===== src/rtl/control_sequencer.sv =====
// control_sequencer: fetch/decode/execute FSM for the Sim-AC 8-bit accumulator CPU.
// Holds the instruction register and drives the branch-unit opcode and
// jump-qualify strobe, plus the PC/MAR/memory/accumulator/ALU/flags strobes.
// Optional build macro: SINGLE_STEP_EN adds step_i. When it is defined,
// fetch waits in F_ADDR until step_i is sampled high.
module control_sequencer #(
  parameter int unsigned ADDR_WIDTH = 5
) (
  input  logic                  clk_i,
  input  logic                  rst_n_i,
  input  logic [ADDR_WIDTH+2:0] instr_i,
  input  logic                  mem_ready_i,
`ifdef SINGLE_STEP_EN
  input  logic                  step_i,
`endif
  output logic [2:0]            op_o,
  output logic [ADDR_WIDTH-1:0] addr_o,
  output logic                  ctrl_jmp_o,
  output logic                  ctrl_mar_pc_o,
  output logic                  ctrl_mar_ir_o,
  output logic                  ctrl_mem_rd_o,
  output logic                  ctrl_mem_wr_o,
  output logic                  ctrl_ir_we_o,
  output logic                  ctrl_pc_inc_o,
  output logic                  ctrl_a_we_o,
  output logic                  ctrl_alu_add_o,
  output logic                  ctrl_flags_we_o,
  output logic                  halted_o
);

  typedef enum logic [2:0] {
    S_RESET  = 3'd0,
    S_F_ADDR = 3'd1,
    S_F_READ = 3'd2,
    S_DECODE = 3'd3,
    S_X_ADDR = 3'd4,
    S_X_MEM  = 3'd5,
    S_X_JMP  = 3'd6,
    S_HALT   = 3'd7
  } state_t;

  typedef enum logic [2:0] {
    OP_NOP = 3'b000,
    OP_ADD = 3'b001,
    OP_LDA = 3'b010,
    OP_STA = 3'b011,
    OP_JMP = 3'b100,
    OP_JZ  = 3'b101,
    OP_JC  = 3'b110,
    OP_HLT = 3'b111
  } opcode_t;

  state_t                state_q;
  state_t                state_d;
  logic [ADDR_WIDTH+2:0] ir_q;
  opcode_t               opcode;

  assign op_o   = ir_q[ADDR_WIDTH+2:ADDR_WIDTH];
  assign addr_o = ir_q[ADDR_WIDTH-1:0];
  assign opcode = opcode_t'(ir_q[ADDR_WIDTH+2:ADDR_WIDTH]);

  // State register and IR; IR loads on the completing fetch-read cycle.
  always_ff @(posedge clk_i) begin
    if (!rst_n_i) begin
      state_q <= S_RESET;
      ir_q    <= '0;
    end else begin
      state_q <= state_d;
      if (ctrl_ir_we_o) begin
        ir_q <= instr_i;
      end
    end
  end

  // Next-state and strobe decode. Memory-completion strobes also depend on mem_ready_i.
  always_comb begin
    state_d         = state_q;
    ctrl_jmp_o      = 1'b0;
    ctrl_mar_pc_o   = 1'b0;
    ctrl_mar_ir_o   = 1'b0;
    ctrl_mem_rd_o   = 1'b0;
    ctrl_mem_wr_o   = 1'b0;
    ctrl_ir_we_o    = 1'b0;
    ctrl_pc_inc_o   = 1'b0;
    ctrl_a_we_o     = 1'b0;
    ctrl_alu_add_o  = 1'b0;
    ctrl_flags_we_o = 1'b0;
    halted_o        = 1'b0;
    case (state_q)
      S_RESET: state_d = S_F_ADDR;
      S_F_ADDR: begin
`ifdef SINGLE_STEP_EN
        if (step_i) begin
          ctrl_mar_pc_o = 1'b1;
          state_d       = S_F_READ;
        end
`else
        ctrl_mar_pc_o = 1'b1;
        state_d       = S_F_READ;
`endif
      end
      S_F_READ: begin
        ctrl_mem_rd_o = 1'b1;
        if (mem_ready_i) begin
          ctrl_ir_we_o  = 1'b1;
          ctrl_pc_inc_o = 1'b1;
          state_d       = S_DECODE;
        end
      end
      S_DECODE: begin
        case (opcode)
          OP_NOP:                state_d = S_F_ADDR;
          OP_ADD, OP_LDA, OP_STA: state_d = S_X_ADDR;
          OP_JMP, OP_JZ, OP_JC:  state_d = S_X_JMP;
          default:               state_d = S_HALT;
        endcase
      end
      S_X_ADDR: begin
        ctrl_mar_ir_o = 1'b1;
        state_d       = S_X_MEM;
      end
      S_X_MEM: begin
        ctrl_mem_rd_o = (opcode == OP_LDA) || (opcode == OP_ADD);
        ctrl_mem_wr_o = (opcode == OP_STA);
        if (mem_ready_i) begin
          ctrl_a_we_o     = (opcode == OP_LDA) || (opcode == OP_ADD);
          ctrl_alu_add_o  = (opcode == OP_ADD);
          ctrl_flags_we_o = (opcode == OP_ADD);
          state_d         = S_F_ADDR;
        end
      end
      S_X_JMP: begin
        ctrl_jmp_o = 1'b1;
        state_d    = S_F_ADDR;
      end
      S_HALT: halted_o = 1'b1;
      default: state_d = S_RESET;
    endcase
  end

endmodule

===== config.mk =====
export PLATFORM = sky130hd
export DESIGN_NAME = control_sequencer
export DESIGN_NICKNAME = d
export VERILOG_FILES = /design/src/rtl/control_sequencer.sv
export SDC_FILE = /design/constraint.sdc
export NUM_CORES = 1
export LEC_CHECK = 0
export CAP_MARGIN = 20
export CORE_AREA = 8 8 50 52
export CTS_BUF_LIST = sky130_fd_sc_hd__clkbuf_4
export CTS_CLUSTER_DIAMETER = 40
export CTS_CLUSTER_SIZE = 10
export DETAILED_ROUTE_END_ITERATION = 10
export DIE_AREA = 0 0 58 60
export PLACE_DENSITY = 0.74
export SLEW_MARGIN = 40
export SYNTH_ARGS = -nofsm -noshare
export SYNTH_HDL_FRONTEND = slang
export SYNTH_SLANG_ARGS = --single-unit
export TNS_END_PERCENT = 100

===== constraint.sdc =====
create_clock -name clk_i -period 1.1 [get_ports clk_i]
set_input_delay 0.165 -clock clk_i [delete_from_list [all_inputs] [get_ports clk_i]]
set_output_delay 0.165 -clock clk_i [all_outputs]
set_load 0.01 [all_outputs]

# Word level (Yosys, flattened, before mapping)
# Cells that the tools add are included.
# classes
n_reduce_logical,8
mux,16
eq_ne,15
# op_table
operator,n
$eq A3 B3 Y1 const B,7
$pmux W3 S6,1
$eq A3 B2 Y1 const B,4
$mux W1,11
$pmux W3 S3,1
$eq A3 B1 Y1 const B,2
$logic_not A3 Y1,2
$mux W3,2
$reduce_bool A6 Y1,1
$reduce_or A3 Y1,2
$ne A2 B2 Y1 const B,2
$reduce_and A3 Y1,1
$pmux W1 S2,1
$reduce_or A2 Y1,1
$logic_or A1 B1 Y1,1
# word_totals
wordCells,41
inputBits,11
register_bits,11
output_inout_bits,19

# Longest topological paths before layout
# depth
ltp_word,4
depth_mapped,5

# Worst setup path after synthesis
# Ideal clock, no wire load.
# synth_path
path_type,register -> output
from,register state_q[1]
to,output ctrl_flags_we_o
t_arrival_ns,1.121
stages_incl_launch_ff,5
setup_slack_ns,-0.186
path_cell_list,dfxtp_1 > buf_2 > and4bb_2 > and4b_2 > buf_4
# synth_via
elab_chain_cells,2
# synth_rtl
item,line_no,rtl
"start, declared",53,state_t state_q;
"start signal, assigned",68,state_q <= state_d;
$eq A3 B3 Y1,n/a,
$mux W1,n/a,
"end, declared",27,"output logic ctrl_flags_we_o,"
# Every way passes these cells.

# Worst setup path after layout
# layout_path
from,register state_q[1]
to,output ctrl_alu_add_o
# layout_via
elab_chain_cells,2
# layout_rtl
item,line_no,rtl
$eq A3 B3 Y1,89,case (state_q)
$mux W1,89,
"end, declared",26,"output logic ctrl_alu_add_o,"
# Every way passes these cells.

==> summary.md <==
| Metric | Value |
|---|---|
| Max Slew Vio Count | `0` |
| TritonCTS clock tree | `built` |
| CTS clk-pin slew, worst paths | `0.07 ns` |
| PortBufs | `29` |
| Worst Tran Pin Value | `0.240 ns` |
| Drt via density | `5.06` |
| Worst Path Max Fanout | `4` |
| First-pass GRT wire length | `3040 um` |
| Switch Pwr | `0.000326 W` |
| Full die area | `3480 um^2` |
| Layout Nets | `130` |
| Worst hold slack | `0.453 ns` |
| Wl on met1 | `750 um` |
| Cts bufs inserted | `3` |
| Die H | `60 um` |
| Area growth from synthesis to layout | `83.5%` |
| Top cell type's share of synthesized area | `0.368` |
| Peak supply drop | `0.772 mV` |
| Final setup fails | `20` |
| Largest cells by area after synthesis | `dfxtp_1 (37%), o21ai_0 (8.4%), nand3_1 (7.5%)` |
| Failing checks | `setup timing` |
| GRT overflow | `0` |
| FP Rows | `16` |
| Minimum clock period | `1.45 ns` |
| Largest stage delay, worst path | `0.34 ns` |
| Combinational share of power | `0.357` |
| Iteration-0 DRC count of the detailed router | `2` |
| Dpl hpwl | `1280 um` |
| Sw frac | `0.292` |
| Total chip power | `0.00111 W` |
| Clk Latency, worst-skew pair | `0.26 ns` |
| Final ANT Viol Nets | `0` |
| CTS Sinks | `11` |
| Max-cap violations | `0` |
| Fmax | `691 MHz` |
| Dpl cell area | `960 um^2` |
| Reg power frac | `0.404` |
| Final hold violations | `0` |
| Power per cell area | `1020 nW/um^2` |
| CTS root buf | `clkbuf_4` |
| Register area share after synthesis | `0.368` |
| Vias in the first global route | `690` |
| Vias | `688` |
| GRT Total Usage | `0.107` |
| Cell class contributing the biggest share of worst-path delay | `simple AND/OR/NAND/NOR gates` |
| Largest net degree at the start of global routing | `11` |
| H-tree levels | `1` |
| Metal3 WL | `191 um` |
| Antenna cell count | `0` |
| Slowest CP cell | `dfxtp_2` |
| Pleak | `0.513 nW` |
| Hold buffers post-CTS | `0` |
| Design Area, Final | `1100 um^2` |
| Met2 WL post-DR | `894 um` |
| Initial antenna violation count | `0` |
| Drt drc | `0` |
| Routed wire length per instance | `13.6 um` |
| Worst clock skew | `0.00412 ns` |
| RSZ-0062 raised after global routing | `true` |
| CTS max path bufs | `2` |
| Syn Nets | `84` |
| Setup crit end kind | `output pin` |
| Final wirelength | `1850 um` |
| Top Layer Used | `met4` |
| Die span in x | `58 um` |
| Cell taking the most area after synthesis | `dfxtp_1` |
| Yosys reg bits | `11` |
| Hold WC Path Type | `reg2reg` |
| Initial core utilization | `0.332` |
| Total negative slack | `-4.40 ns` |
| P_int | `0.000788 W` |
| Reg2reg setup slack | `-0.26 ns` |
| Drt first pass iters | `4` |
| Status | `complete, but fails checks` |
| Critical Path AT | `1.28 ns` |
| Yosys Warn Count | `0` |
| Core box area | `1800 um^2` |
| Period utilization | `1.32` |
| WP data required | `0.94 ns` |
| Crit-path cells | `and4bb_2, and4b_2, buf_2` |
| Post-Route Utilization | `0.609` |
| Avg Cell Area, Syn | `8.19 um^2` |
| Power share of the clock group | `0.238` |
| WS Path Type | `reg2out` |
| Share of cells above drive strength 1 | `0.559` |
| Mapped Area | `598 um^2` |
| IO Pins | `30` |
| Max-slew headroom | `0.840` |
| Critical path startpoint category | `flip-flop` |
| WP buf/inv | `1` |
| Gpl congestion | `0.904` |
| Cells after Synth | `73` |
| Unique masters post-synth | `27` |
| Post-route setup slack | `-0.347 ns` |
## worst min-delay path, stage by stage (launching register included)
cell and delay, ns:
dfxtp_1 0.31, nand2_1 0.05, o21ai_1 0.05
## cell families (layout without fill, tap and decap cells)
family,count (synthesis),count (layout),share of synthesized area
buffers and inverters,9,54,0.119
AOI/OAI and AO/OA,15,15,0.136
xor gates and xnor gates,1,1,0.0146
and+or+nand+nor,37,37,0.362
DFF,11,11,0.368
## cell type report
cell class                      count  area (um^2)
Multi-Input combinational cell     53          388
Tap cell                           18         22.5
Clock inverter                      1         5.00
Clock buffer                        3         22.5
Inverter                            1         3.75
Fill cell                         164          704
Timing Repair Buffer               49          425
Sequential cell                    11          230
## metrics by stage
stage	cells	setup slack, ns
6_report	136	-0.347
5_1_grt	136	-0.404
4_1_cts	137	-0.353
3_5_place_dp	125	-0.702
3_3_place_gp	125	-0.739
2_1_floorplan	73	-0.158
## cells in the mapped netlist, drive strengths merged
| cell type | instances |
|---|---|
| clkbuf | 1 |
| and4bb | 2 |
| or3 | 1 |
| nand3 | 10 |
| o21ai | 11 |
| a21oi | 3 |
| nor4bb | 1 |
| nor2 | 1 |
| dfxtp | 11 |
| nand2b | 1 |
| nor3 | 3 |
| and2b | 1 |
| inv | 1 |
| xor2 | 1 |
| nand2 | 11 |
| and3 | 3 |
| buf | 7 |
| a21o | 1 |
| nor4 | 1 |
| and4b | 1 |
| nor3b | 1 |
## final timing paths
path                           start                   end  depth (start not counted)
max          state_q[1]$_SDFFE_PN0P_        ctrl_alu_add_o                          3
min             ir_q[2]$_SDFFE_PN0P_  ir_q[2]$_SDFFE_PN0P_                          2
max reg2reg  state_q[0]$_SDFFE_PN0P_  ir_q[0]$_SDFFE_PN0P_                          7
min reg2reg     ir_q[2]$_SDFFE_PN0P_  ir_q[2]$_SDFFE_PN0P_                          2
## state kept, by name, indices dropped and copies added, names as in the netlist
name,flops
ir_q,8
state_q,3
## routing by layer
layer / GRT usage / vias to the layer above
met4: 0.0210 / 0
met2: 0.186 / 25
met5: 0 / -
met1: 0.115 / 312
li1: - / 349
met3: 0.0516 / 2
## power groups by stage
stage | combinational, W | clock, W | sequential (W)
2_1_floorplan | 0.000159 | 0 | 0.000459
3_3_place_gp | 0.000306 | 0 | 0.000454
3_5_place_dp | 0.000310 | 0 | 0.000456
4_1_cts | 0.000402 | 0.000275 | 0.000450
5_1_grt | 0.000431 | 0.000297 | 0.000454
6_report | 0.000398 | 0.000265 | 0.000450
## timing repair
action	in CTS	in global routing
resized for setup	90	7
setup buffers	7	0
setup endpoints to repair	29	22
pin swaps	12	2
cloned	1	0
## layout by cell type (no fill, tap or decap), drive strengths merged
cell,instances
dfxtp,11
a21oi,3
a21o,1
o21ai,11
or3,1
buf,33
and3,3
clkdlybuf4s50,10
dlygate4sd2,5
inv,1
clkinv,1
clkbuf,4
nor3b,1
nor4,1
nand2b,1
nor2,1
nor3,3
nand3,10
nand2,11
and4bb,2
nor4bb,1
and4b,1
xor2,1
and2b,1
No activity file was read; power rests on OpenSTA's default activity.
